**src/rtl/blink_pkg.sv**
```systemverilog
// Shared types, default timing constants and the round-robin helper
// used by the status-LED blink arbiter.
package blink_pkg;

  typedef enum logic [2:0] {
    S_IDLE,
    S_LOAD,
    S_ON,
    S_OFF,
    S_GAP
  } state_t;

  // Defaults give 0.5 ms ticks from a 50 MHz clock.
  localparam int DEF_TICK_DIV  = 25000;
  localparam int DEF_ON_TICKS  = 200;
  localparam int DEF_OFF_TICKS = 200;
  localparam int DEF_GAP_TICKS = 1000;

  // Returns the first set request after ptr, wrapping around n requesters.
  // The scan runs from the farthest candidate to the nearest so that the
  // nearest set bit is the last one written and therefore wins.
  function automatic logic [2:0] rr_pick(input logic [7:0] req,
                                         input logic [2:0] ptr,
                                         input int         n);
    logic [2:0] win;
    int         idx;
    win = ptr;
    for (int i = n; i >= 1; i--) begin
      idx = (int'(ptr) + i) % n;
      if (req[idx]) win = 3'(idx);
    end
    return win;
  endfunction

endpackage

```
**src/rtl/blink_tick_gen.sv**
```systemverilog
// Prescaler for the blink timing: counts 0..TICK_DIV-1 and flags the
// terminal count. A synchronous restart realigns the tick phase.
module blink_tick_gen #(
  parameter int TICK_DIV = 25000
) (
  input  logic clk,
  input  logic rst,
  input  logic restart,
  output logic tick
);

  localparam int              PW   = $clog2(TICK_DIV);
  localparam logic [PW-1:0]   LAST = PW'(TICK_DIV - 1);

  logic [PW-1:0] presc;

  // Free-running prescaler that wraps exactly at its terminal count.
  always_ff @(posedge clk) begin
    if (rst || restart) begin
      presc <= '0;
    end else if (presc == LAST) begin
      presc <= '0;
    end else begin
      presc <= presc + PW'(1);
    end
  end

  assign tick = (presc == LAST);

endmodule

```
**src/rtl/led_blink_arbiter.sv**
```systemverilog
// Shares the active-low board status LED between N_REQ requesters.
// Requesters are granted round-robin; the winner's blink code is played as
// a series of ON/OFF flashes followed by a dark gap, then Done pulses.
module led_blink_arbiter import blink_pkg::*; #(
  parameter int N_REQ     = 4,
  parameter int CNT_W     = 4,
  parameter int TICK_DIV  = DEF_TICK_DIV,
  parameter int ON_TICKS  = DEF_ON_TICKS,
  parameter int OFF_TICKS = DEF_OFF_TICKS,
  parameter int GAP_TICKS = DEF_GAP_TICKS
) (
  input  logic                   Clk50M,
  input  logic                   Rst,
  input  logic [N_REQ-1:0]       Req,
  input  logic [N_REQ*CNT_W-1:0] Blink_cnt,
  output logic [N_REQ-1:0]       Gnt,
  output logic [N_REQ-1:0]       Done,
  output logic                   Busy,
  output logic                   FPGA_LEDG
);

  localparam int MAX_OG = (ON_TICKS > OFF_TICKS) ? ON_TICKS : OFF_TICKS;
  localparam int MAX_T  = (MAX_OG > GAP_TICKS) ? MAX_OG : GAP_TICKS;
  localparam int TMR_W  = (MAX_T > 1) ? $clog2(MAX_T) : 1;
  localparam int PTR_W  = $clog2(N_REQ);

  localparam logic [TMR_W-1:0] ON_LAST  = TMR_W'(ON_TICKS - 1);
  localparam logic [TMR_W-1:0] OFF_LAST = TMR_W'(OFF_TICKS - 1);
  localparam logic [TMR_W-1:0] GAP_LAST = TMR_W'(GAP_TICKS - 1);
  localparam logic [N_REQ-1:0] ONE_HOT0 = N_REQ'(1);

  state_t             state;
  logic [PTR_W-1:0]   rr_ptr;
  logic [PTR_W-1:0]   win;
  logic [TMR_W-1:0]   timer;
  logic [CNT_W-1:0]   bcnt;
  logic               tick;
  logic               restart;

  assign win     = PTR_W'(rr_pick(8'(Req), 3'(rr_ptr), N_REQ));
  assign restart = (state == S_LOAD);

  blink_tick_gen #(
    .TICK_DIV (TICK_DIV)
  ) u_tick (
    .clk     (Clk50M),
    .rst     (Rst),
    .restart (restart),
    .tick    (tick)
  );

  // Arbitration and blink-code FSM; all outputs are registered here.
  always_ff @(posedge Clk50M) begin
    if (Rst) begin
      state     <= S_IDLE;
      rr_ptr    <= PTR_W'(N_REQ - 1);
      timer     <= '0;
      Gnt       <= '0;
      Done      <= '0;
      Busy      <= 1'b0;
      FPGA_LEDG <= 1'b1;
    end else begin
      Done <= '0;
      case (state)
        S_IDLE: begin
          if (|Req) begin
            rr_ptr <= win;
            Gnt    <= ONE_HOT0 << win;
            bcnt   <= Blink_cnt[win*CNT_W +: CNT_W];
            Busy   <= 1'b1;
            timer  <= '0;
            state  <= S_LOAD;
          end
        end
        S_LOAD: begin
          timer <= '0;
          if (bcnt == '0) begin
            state <= S_GAP;
          end else begin
            FPGA_LEDG <= 1'b0;
            state     <= S_ON;
          end
        end
        S_ON: begin
          if (tick) begin
            if (timer == ON_LAST) begin
              timer     <= '0;
              FPGA_LEDG <= 1'b1;
              bcnt      <= bcnt - CNT_W'(1);
              state     <= (bcnt != CNT_W'(1)) ? S_OFF : S_GAP;
            end else begin
              timer <= timer + TMR_W'(1);
            end
          end
        end
        S_OFF: begin
          if (tick) begin
            if (timer == OFF_LAST) begin
              timer     <= '0;
              FPGA_LEDG <= 1'b0;
              state     <= S_ON;
            end else begin
              timer <= timer + TMR_W'(1);
            end
          end
        end
        S_GAP: begin
          if (tick) begin
            if (timer == GAP_LAST) begin
              timer <= '0;
              Done  <= Gnt;
              Gnt   <= '0;
              Busy  <= 1'b0;
              state <= S_IDLE;
            end else begin
              timer <= timer + TMR_W'(1);
            end
          end
        end
        default: state <= S_IDLE;
      endcase
    end
  end

endmodule

```
**config.mk**
```make
export PLATFORM = sky130hd
export DESIGN_NAME = led_blink_arbiter
export DESIGN_NICKNAME = d
export VERILOG_FILES = /design/src/rtl/blink_pkg.sv /design/src/rtl/blink_tick_gen.sv /design/src/rtl/led_blink_arbiter.sv
export SDC_FILE = /design/constraint.sdc
export NUM_CORES = 1
export LEC_CHECK = 0
export ABC_AREA = 0
export BUFFER_PORTS_ARGS = -buffer_cell sky130_fd_sc_hd__buf_4
export CORE_MARGIN = 2
export CORE_UTILIZATION = 40
export CTS_CLUSTER_SIZE = 12
export DETAILED_ROUTE_END_ITERATION = 10
export SYNTH_ARGS = -nofsm -noshare
export SYNTH_HDL_FRONTEND = slang
export SYNTH_SLANG_ARGS = --single-unit
```
**constraint.sdc**
```tcl
create_clock -name Clk50M -period 5.41 [get_ports Clk50M]
set_input_delay 0.541 -clock Clk50M [delete_from_list [all_inputs] [get_ports Clk50M]]
set_output_delay 0.541 -clock Clk50M [all_outputs]
set_load 0.005 [all_outputs]
```
==> results.toml <==
[floorplanning]
start_util_pct = 41.35
num_rows = 28
core_um2 = 5886
die_w_um = 82
dieHeight_um = 82
io_pins = 32
die_area_um2 = 6724

[synthesis]
synth_compound_area_share_pct = 19.13
synth_top_family_by_area = "simple AND/OR/NAND/NOR gates"
muxShareOfSynthArea_pct = 3.702
yosysWarningCount = 0
synth_top_area_share_pct = 32.90
synth_common_cells = "40 x dfxtp_1, 33 x nor2_1, 19 x nand2_1"
ys_ff_latch = 44
yosys.area_share.simple_pct = 27.76
synthArstFlopShare_pct = 0
netlist_area_um2 = 2434
yosysSeqAreaShare_pct = 37.84
syn_inst = 280
syn_nets = 306
yosys.area_share.adder_pct = 2.057
synth_top_area_cell = "dfxtp_1"
synthTopCellsByArea = "dfxtp_1 33%, nor2_1 5.1%, edfxtp_1 4.9%"
synth_area_per_cell_um2 = 8.691
synth_flop_cell = "dfxtp_1"
ys_types = 55
synth-edff-count = 4
synth_most_common_cell = "dfxtp_1"
synthXorXnorAreaFrac_pct = 4.679

[layout]
n_antenna_cell = 0
seq_area_um2 = 920.9
nNetsFinal = 335
drive_gt1_share_pct = 16.50
fill_cells = 587
design_area_um2 = 2784
area_growth_pct = 14.40
multi_input_area_um2 = 1395

[place]
numPortBuffers = 31
dp_hpwl_mm = 3.688
place_area_um2 = 2688
gp_congestion = 0.7983
dp_slack_ps = 2762

[sta]
maxSlewHeadroom_pct = 50.18
post-route-period-util_pct = 48.98
period_needed_ps = 2650
fmax_mhz = 377.4
fin_skew_ps = 8.499
rsz0062_at_grt = "false"
fin_ws_ps = 2760
hold_viol_final = 0
worst_slew_pin_slew_ps = 747.3
setup-violations-final = 0
final_max_slew_viol_count = 0
setup-tns-final_ps = 0

[grt]
antenna_found_initial = 0
grt_pass1_vias = 1823
grt_max_degree = 21
track_usage_pct = 16.19
overflow = 0
grt_pass1_wl_mm = 8.514

[critical_path]
cp_common_cell = "nor4_1"
timing.reg2reg.setup_slack_ps = 2760
cp_data_required_time_ps = 5340
reg2reg_from = "u_tick.presc[2]$_SDFF_PP0_"
cp_slowest_cell = "nor4_1"
crit_type = "reg -> reg"
setup.worst_path.start = "u_tick.presc[2]$_SDFF_PP0_"
cp-endpoint = "bcnt[0]$_DFFE_PP_"
r2r-end = "bcnt[0]$_DFFE_PP_"
cpPeakStageDelay_ps = 610
end_kind = "register"
cp_max_fo = 6
cp_data_arrival_time_ps = 2580
r2r_cells = 5
cp_cell_sequence = "or4b_4 -> nor4_1 -> a21bo_2 -> nand2_1 -> nor4_1"
start_kind = "register"

[detailed_routing]
drtAntennaViolNets = 0
vias_per_cell = 5.383
drtIter0Drc = 175
drc = 0
wl_mm = 5.019
first_pass_iters = 5
wl_per_cell_um = 13.07
via_count = 2067

[cts]
cts_hold_buf = 0
numCtsBuffers = 5
ctsHtreeMaxLevel = 2
clockBufferDepth = 2
clkTransAtPathRegs_ps = 80
cts_resized = 0
post_cts_buffers = 0
clock-sinks = 44
cts_root_buffer = "clkbuf_8"
clock_latency_ps = 290
cts_tree = "yes"

[pwr]
ir_drop_v = 0.0001645
power.density_nw_per_um2 = 312.3
p_total_uw = 869.4
p_leak_nw = 1.012

[outcome]
status = "finished, final reports clean"

[worst_hold_path]
whs_path_depth = 1
hp-class = "reg -> reg"

[run]
maxCapViolCount = 0
==> registers in the layout (all words and copies together) (netlist names) <==
| register | flops |
|---|---|
| Done | 4 |
| u_tick.presc | 15 |
| Gnt | 4 |
| rr_ptr | 2 |
| bcnt | 4 |
| timer | 10 |
| state | 3 |
| Busy | 1 |
| FPGA_LEDG | 1 |
==> report_power, final <==
part           switching, mW  total (mW)  leakage [nW]  internal (mW)
combinational          0.132       0.245         0.599          0.112
sequential            0.0376       0.405         0.362          0.368
clock                  0.106       0.220        0.0503          0.114
==> cell usage in the layout, fill, tap and decap left out, drive strengths merged, types with 5 or more instances in the layout <==
cell type and n:
mux2i 9, or3 10, nand4 5, buf 32, nand3 10, and2 6
dfxtp 40, o21ai 16, nor3 10, clkbuf 7, nor2b 6, xnor2 5
inv 10, a211oi 8, a21oi 14, nor2 33, xor2 8, nand2 19
==> layout make-up <==
| class | instances | share of cell area, % |
|---|---|---|
| Tap cell | 75 | 3.371 |
| Sequential cell | 44 | 33.08 |
| Multi-Input combinational cell | 216 | 50.11 |
| Inverter | 10 | 1.348 |
| Clock buffer | 7 | 3.461 |
| Timing Repair Buffer | 32 | 8.629 |
==> metal layers <==
metal	routed length, um	track usage (%)	vias up
met5	0	0	-
met3	131	4.615	5
li1	-	-	1084
met4	46	4.000	0
met1	2541	23.63	953
met2	2299	23.33	25
==> critical path, delay by kind of cell (launching register included) <==
| family | cells | cell delay, ps |
|---|---|---|
| AND/OR/NAND/NOR | 4 | 1580 |
| flip-flops | 1 | 420 |
| AO/OA/AOI/OAI | 1 | 290 |
==> through the flow <==
step,utilization (%),cells,hold WS (ps)
2_1_floorplan,-,280,412.9
3_3_place_gp,45.66,377,425.0
3_5_place_dp,45.66,377,433.0
4_1_cts,47.30,384,445.0
5_1_grt,47.30,384,455.2
6_report,47.30,384,440.0
==> cell families (layout without fill, tap and decap cells) <==
group,Yosys count,in the layout
AND/OR/NAND/NOR,122,122
adder cells (fa/ha/maj),4,4
AO/OA/AOI/OAI,68,68
multiplexers,9,9
buffers and inverters,20,49
flip-flops,44,44
XOR/XNOR,13,13
==> how the worst min path moves through the flow <==
stage | startpoint | endpoint | slack (ps)
floorplan | u_tick.presc[0]$_SDFF_PP0_ | u_tick.presc[0]$_SDFF_PP0_ | 410
global placement | u_tick.presc[0]$_SDFF_PP0_ | u_tick.presc[0]$_SDFF_PP0_ | 420
detailed placement | u_tick.presc[0]$_SDFF_PP0_ | u_tick.presc[0]$_SDFF_PP0_ | 430
CTS | u_tick.presc[0]$_SDFF_PP0_ | u_tick.presc[0]$_SDFF_PP0_ | 440
global route | u_tick.presc[0]$_SDFF_PP0_ | u_tick.presc[0]$_SDFF_PP0_ | 460
finish | u_tick.presc[0]$_SDFF_PP0_ | u_tick.presc[0]$_SDFF_PP0_ | 440
Power figures use the tool's default switching activity.
